## src/rtl/mult_sched_pkg.sv

```systemverilog
// Shared types and helpers for the round-robin multiplier scheduler.
// Holds the scheduler state enum, default widths and small index helpers.
package mult_sched_pkg;

    typedef enum logic [1:0] {
        ST_IDLE  = 2'd0,
        ST_ISSUE = 2'd1,
        ST_RESP  = 2'd2
    } sched_state_e;

    localparam int DEF_N_REQ       = 4;
    localparam int DEF_WIDTH_M     = 8;
    localparam int DEF_WIDTH_R     = 8;
    localparam int DEF_TIMEOUT_CYC = 64;

    function automatic int id_width(input int n);
        return (n <= 2) ? 1 : $clog2(n);
    endfunction

    function automatic int wrap_idx(input int base, input int off, input int n);
        return (base + off) % n;
    endfunction

endpackage

```

## src/rtl/mult_rr_sched_arbiter.sv

```systemverilog
// N-way round-robin picker: first asserted request at or after the pointer,
// wrapping, as a one-hot grant plus its binary index.
module rr_arbiter
    import mult_sched_pkg::*;
#(
    parameter int N   = DEF_N_REQ,
    parameter int IDW = id_width(DEF_N_REQ)
) (
    input  logic [N-1:0]   req_i,
    input  logic [IDW-1:0] ptr_i,
    output logic [N-1:0]   gnt_o,
    output logic [IDW-1:0] idx_o,
    output logic           any_o
);

    logic [IDW-1:0] k;

    always_comb begin
        gnt_o = '0;
        idx_o = '0;
        any_o = 1'b0;
        k     = '0;
        for (int i = 0; i < N; i++) begin
            k = IDW'(wrap_idx(int'(ptr_i), i, N));
            if (!any_o && req_i[k]) begin
                any_o    = 1'b1;
                gnt_o[k] = 1'b1;
                idx_o    = k;
            end
        end
    end

endmodule

```

## src/rtl/mult_rr_sched.sv

```systemverilog
// Round-robin scheduler sharing one multi-cycle multiplier between N_REQ requesters.
// Optional ISSUE-phase timeout abort is enabled with `define MULT_SCHED_TIMEOUT_EN.
module mult_rr_sched
    import mult_sched_pkg::*;
#(
    parameter int N_REQ       = DEF_N_REQ,
    parameter int WIDTH_M     = DEF_WIDTH_M,
    parameter int WIDTH_R     = DEF_WIDTH_R,
    parameter int TIMEOUT_CYC = DEF_TIMEOUT_CYC
) (
    input  logic                         clk,
    input  logic                         rst,
    input  logic [N_REQ-1:0]             req_vld,
    output logic [N_REQ-1:0]             req_rdy,
    input  logic [N_REQ*WIDTH_M-1:0]     req_a,
    input  logic [N_REQ*WIDTH_R-1:0]     req_b,
    output logic                         mul_vld,
    output logic [WIDTH_M-1:0]           mul_a,
    output logic [WIDTH_R-1:0]           mul_b,
    input  logic [WIDTH_M+WIDTH_R-1:0]   mul_p,
    input  logic                         mul_done,
    output logic                         rsp_vld,
    input  logic                         rsp_rdy,
    output logic [$clog2(N_REQ)-1:0]     rsp_id,
    output logic [WIDTH_M+WIDTH_R-1:0]   rsp_data,
    output logic                         rsp_err
);

    localparam int IDW = $clog2(N_REQ);
    localparam int PW  = WIDTH_M + WIDTH_R;

    // Handshakes: a request transfers on a cycle with req_vld[i] & req_rdy[i];
    // a response transfers on rsp_vld & rsp_rdy; mul_vld is held until mul_done.
    sched_state_e       state_q, state_d;
    logic [IDW-1:0]     ptr_q, ptr_d;
    logic [IDW-1:0]     id_q, id_d;
    logic [WIDTH_M-1:0] a_q, a_d;
    logic [WIDTH_R-1:0] b_q, b_d;
    logic [PW-1:0]      data_q, data_d;
    logic               err_q, err_d;

    logic [N_REQ-1:0]   gnt;
    logic [IDW-1:0]     win;
    logic               any;
    logic               timeout;

    rr_arbiter #(.N(N_REQ), .IDW(IDW)) u_arb (
        .req_i (req_vld),
        .ptr_i (ptr_q),
        .gnt_o (gnt),
        .idx_o (win),
        .any_o (any)
    );

`ifdef MULT_SCHED_TIMEOUT_EN
    localparam int CW = $clog2(TIMEOUT_CYC + 1);
    logic [CW-1:0] cnt_q;

    always_ff @(posedge clk) begin
        if (rst || state_q != ST_ISSUE) cnt_q <= '0;
        else                            cnt_q <= cnt_q + 1'b1;
    end

    // Fires on the TIMEOUT_CYC-th ISSUE cycle that has no mul_done.
    assign timeout = (state_q == ST_ISSUE) && (cnt_q == CW'(TIMEOUT_CYC - 1));
`else
    // Abort path absent; the limit is only referenced to keep one parameter list.
    assign timeout = (TIMEOUT_CYC < 0);
`endif

    always_comb begin
        state_d = state_q;
        ptr_d   = ptr_q;
        id_d    = id_q;
        a_d     = a_q;
        b_d     = b_q;
        data_d  = data_q;
        err_d   = err_q;
        req_rdy = '0;
        mul_vld = 1'b0;
        rsp_vld = 1'b0;
        unique case (state_q)
            ST_IDLE: begin
                req_rdy = rst ? '0 : gnt;
                if (any) begin
                    state_d = ST_ISSUE;
                    id_d    = win;
                    a_d     = req_a[int'(win)*WIDTH_M +: WIDTH_M];
                    b_d     = req_b[int'(win)*WIDTH_R +: WIDTH_R];
                    ptr_d   = (win == IDW'(N_REQ - 1)) ? '0 : win + 1'b1;
                    err_d   = 1'b0;
                end
            end
            ST_ISSUE: begin
                mul_vld = 1'b1;
                // mul_p is only valid alongside mul_done, so capture it now.
                if (mul_done) begin
                    data_d  = mul_p;
                    state_d = ST_RESP;
                end else if (timeout) begin
                    data_d  = '0;
                    err_d   = 1'b1;
                    state_d = ST_RESP;
                end
            end
            ST_RESP: begin
                rsp_vld = 1'b1;
                if (rsp_rdy) state_d = ST_IDLE;
            end
            default: state_d = ST_IDLE;
        endcase
    end

    always_ff @(posedge clk) begin
        if (rst) begin
            state_q <= ST_IDLE;
            ptr_q   <= '0;
            id_q    <= '0;
            a_q     <= '0;
            b_q     <= '0;
            data_q  <= '0;
            err_q   <= 1'b0;
        end else begin
            state_q <= state_d;
            ptr_q   <= ptr_d;
            id_q    <= id_d;
            a_q     <= a_d;
            b_q     <= b_d;
            data_q  <= data_d;
            err_q   <= err_d;
        end
    end

    assign mul_a    = a_q;
    assign mul_b    = b_q;
    assign rsp_id   = id_q;
    assign rsp_data = data_q;
    assign rsp_err  = err_q;

endmodule
```

## config.mk

```make
export PLATFORM = sky130hd
export DESIGN_NAME = mult_rr_sched
export DESIGN_NICKNAME = d
export VERILOG_FILES = /design/src/rtl/mult_sched_pkg.sv /design/src/rtl/mult_rr_sched_arbiter.sv /design/src/rtl/mult_rr_sched.sv
export SDC_FILE = /design/constraint.sdc
export NUM_CORES = 1
export LEC_CHECK = 0
export CAP_MARGIN = 20
export CORE_MARGIN = 2
export CORE_UTILIZATION = 30
export CTS_BUF_LIST = sky130_fd_sc_hd__clkbuf_4 sky130_fd_sc_hd__clkbuf_8 sky130_fd_sc_hd__clkbuf_16
export DETAILED_ROUTE_END_ITERATION = 6
export GPL_TIMING_DRIVEN = 0
export PLACE_DENSITY = 0.67
export SYNTH_ARGS = -nofsm -noshare
export SYNTH_HDL_FRONTEND = slang
export SYNTH_SLANG_ARGS = --single-unit
export TNS_END_PERCENT = 10
```

## constraint.sdc

```tcl
create_clock -name clk -period 4.4 [get_ports clk]
set_clock_uncertainty 0.1 [all_clocks]
set_input_delay 0.88 -clock clk [delete_from_list [all_inputs] [get_ports clk]]
set_output_delay 0.88 -clock clk [all_outputs]
set_load 0.05 [all_outputs]
```

==> out/metrics.csv <==
metric;value;unit
power per cell area;518;nW/um^2
average wire length per cell after detail routing;17.0;um
cell types occupying the most area after synthesis;dfxtp_1 (23%), a31oi_1 (5.9%), mux2_2 (5.8%);
cell count of the worst reg-to-reg path;13;
final number of max-transition violations;0;
launch instance of the worst min-delay path;rsp_data[6];
number of vias after detailed routing;3827;
top cell type's share of synthesized area;23.1;%
count of synthesis-stage warnings from yosys;0;
Yosys top cell by area;dfxtp_1;
post-detailed-placement half-perimeter wirelength;9100;um
antenna diode count;0;
count of endpoints failing setup in the final report;0;
net count of the mapped netlist;513;
end point of the most critical hold path;rsp_data[6];
total non-filler cell area in the finished layout;4900;um^2
antenna violations before repair;0;
Arrival @ worst endpoint;3180;ps
Post-Syn Area;3290;um^2
fin crit period;4160;ps
Final TNS setup;0;ps
post-synthesis to final-layout area growth;48.8;%
vias in the first global route;3702;
fillcell total;1061;
register area share after synthesis;23.1;%
standby leakage power;1.66;nW
DIE AREA;11800;um^2
Hold Path Class;flop to flop;
count of endpoints failing hold in the final timing report;0;
Cell variety after synth;46;
total track usage;19.9;%
clock insertion delay at the later pin of the skew report;290;ps
cell with the most instances after synthesis;nand2_1;
number of buffer cells added on primary ports;126;
xor/xnor share of the synthesized area;0.532;%
final wirelength;11800;um
Worst Setup Path Type;primary input to output port;
Overflow after GRT;0;
TritonCTS clock tree;done;
remaining max-slew budget at the tightest pin;50.4;%
final core occ;45.4;%
placed instance area;4730;um^2
total I/O pin count;129;
Least-Margin Pin Slew;744;ps
TritonCTS Buffers;5;
standard cell core area;10800;um^2
hold path cells;2;
compound-cell area share of the yosys netlist;23.3;%
number of buffers on the longest clock path;2;
achievable clock frequency;0.240;GHz
maximum number of pins on one net before global-route repair;14;
simple-gate portion of the synthesized area;29.0;%
register-to-register setup slack;970;ps
share of cells above drive strength 1;14.6;%
number of max-capacitance violations reported;0;
r2r endpoint;mul_b[2];
outcome;complete, no violations;
Post-synth top cells;nand2_1 (40), dfxtp_1 (38), nand3_1 (32), a31oi_1 (31), clkbuf_1 (29);
critical-path maximum fanout;10;
antenna violation net count after detailed routing;0;
per-instance average area after synthesis;7.90;um^2
startpoint of the most critical register-to-register path;ptr_q[0];
main combinational cell family by area after synthesis;simple AND/OR/NAND/NOR gates;
clock root cell;clkbuf_8;
final worst path period share;94.6;%
average via count per standard cell;5.52;
setup repair after global routing missed its margin;no;
drt pass-1 iters;5;
effective utilization at floorplan;30.5;%
Num Clock Sinks;38;
Syn Inst Count;417;
startpoint types;primary input;
post-CTS clock slew at the launch and capture registers of the worst setup and hold paths;80;ps
total DRC errors in the routed layout;0;
worst IR drop on VDD;0.000238;V
final layout net count;648;
number of placement rows;38;
Required @ worst endpoint;3420;ps
async set-reset flop share out of synthesis;0;%
endpoint class of the critical path;output port;
H-Tree Depth;2;
dominant synthesized flop cell;dfxtp_1;
post-synthesis mux area share;13.0;%
adder and majority gate portion of the synthesized area;3.04;%
die width;109;um
violation count after the first detailed-route iteration;370;
number of enable-type register cells in the synthesized netlist;0;
die span in y;109;um
global-route wire length before repair;18700;um
final weighted congestion in routability-driven placement;0.973;
flop and latch count out of synthesis;38;
## flip-flops by register name (all words and copies together) (netlist names)
register  flops
mul_a         8
rsp_data     16
state_q       2
rsp_id        2
ptr_q         2
mul_b         8
## worst max-delay path, cell delays in order
cell	delay, ps
clkdlybuf4s50_1	430
buf_2	190
mux4_2	550
clkbuf_1	290
nor4_4	380
a221oi_1	130
nor2_1	160
buf_6	180
## repair_timing
action,4_1_cts,5_1_grt
pin swaps,0,2
buffers inserted,2,2
resized for setup,32,7
hold buffers,0,0
endpoints found under the setup margin,4,4
## through the flow
step                hold slack, ps  total power (W)  setup slack, ps  instances
floorplan                      575          0.00168             -136        417
global placement               342          0.00212            -1020        683
detailed placement             346          0.00216            -1100        683
CTS                            357          0.00250             60.0        692
global route                   377          0.00271             15.4        693
finish                         356          0.00254              237        693
## where the power goes
part	internal [W]	switching [W]
sequential	0.000414	0.0000541
combinational	0.000709	0.00105
clock	0.000169	0.000140
total	0.00129	0.00125
## cell usage in the layout (no fill, tap or decap), types with 4 or more instances in the layout
master,synthesis,routed
clkdlybuf4s50_1,0,122
nand2_1,40,40
dfxtp_1,38,37
nand3_1,32,32
a31oi_1,31,31
clkbuf_1,29,25
o211ai_1,23,23
a21oi_1,21,21
mux2_2,17,17
mux2i_1,17,17
nor4b_1,16,16
and3_1,16,16
nor4_1,17,16
nand3b_1,16,16
nor2_1,15,14
buf_2,15,13
buf_4,2,10
o211ai_2,10,10
ha_1,8,8
buf_6,4,6
clkbuf_8,0,6
or3_1,5,5
a22oi_1,4,4
a221oi_1,4,4
nand2b_1,4,4
## routing by layer
| metal | GRT usage [%] | share of wire, % | vias up |
|---|---|---|---|
| met2 | 33.8 | 46 | 178 |
| met3 | 4.48 | 8.0 | 27 |
| met1 | 25.1 | 43 | 1768 |
| met4 | 6.04 | 2.8 | 0 |
| met5 | 0 | 0 | - |
| li1 | - | - | 1854 |
## layout make-up
class | instances | area, um^2 | share of cell area, %
multi-input combinational | 325 | 2290 | 46.7
timing repair buffer | 130 | 1280 | 26.2
sequential | 38 | 762 | 15.5
buffer | 50 | 267 | 5.44
tap | 140 | 175 | 3.57
clock buffer | 5 | 68.8 | 1.40
clock inverter | 3 | 45.0 | 0.919
inverter | 2 | 11.3 | 0.230
## how the worst max path moves through the flow
stage / from / endpoint / slack, ps / depth (start not counted)
after detailed placement: ptr_q[0] / req_rdy[3] / -1100 / 15
after global placement: ptr_q[0] / req_rdy[3] / -1020 / 15
after CTS: req_vld[0] / req_rdy[3] / 60 / 8
final: req_vld[0] / req_rdy[2] / 240 / 8
after floorplan: ptr_q[0] / req_rdy[1] / -140 / 14
after global routing: req_vld[0] / req_rdy[2] / 20 / 8
## kinds of logic after synthesis
logic type,Yosys count
buffers and inverters,54
xor gates and xnor gates,2
DFF,38
muxes,37
other,1
adders and majority gates,8
and+or+nand+nor,171
AOI/OAI and AO/OA,106
(Power assumes the default switching activity.)
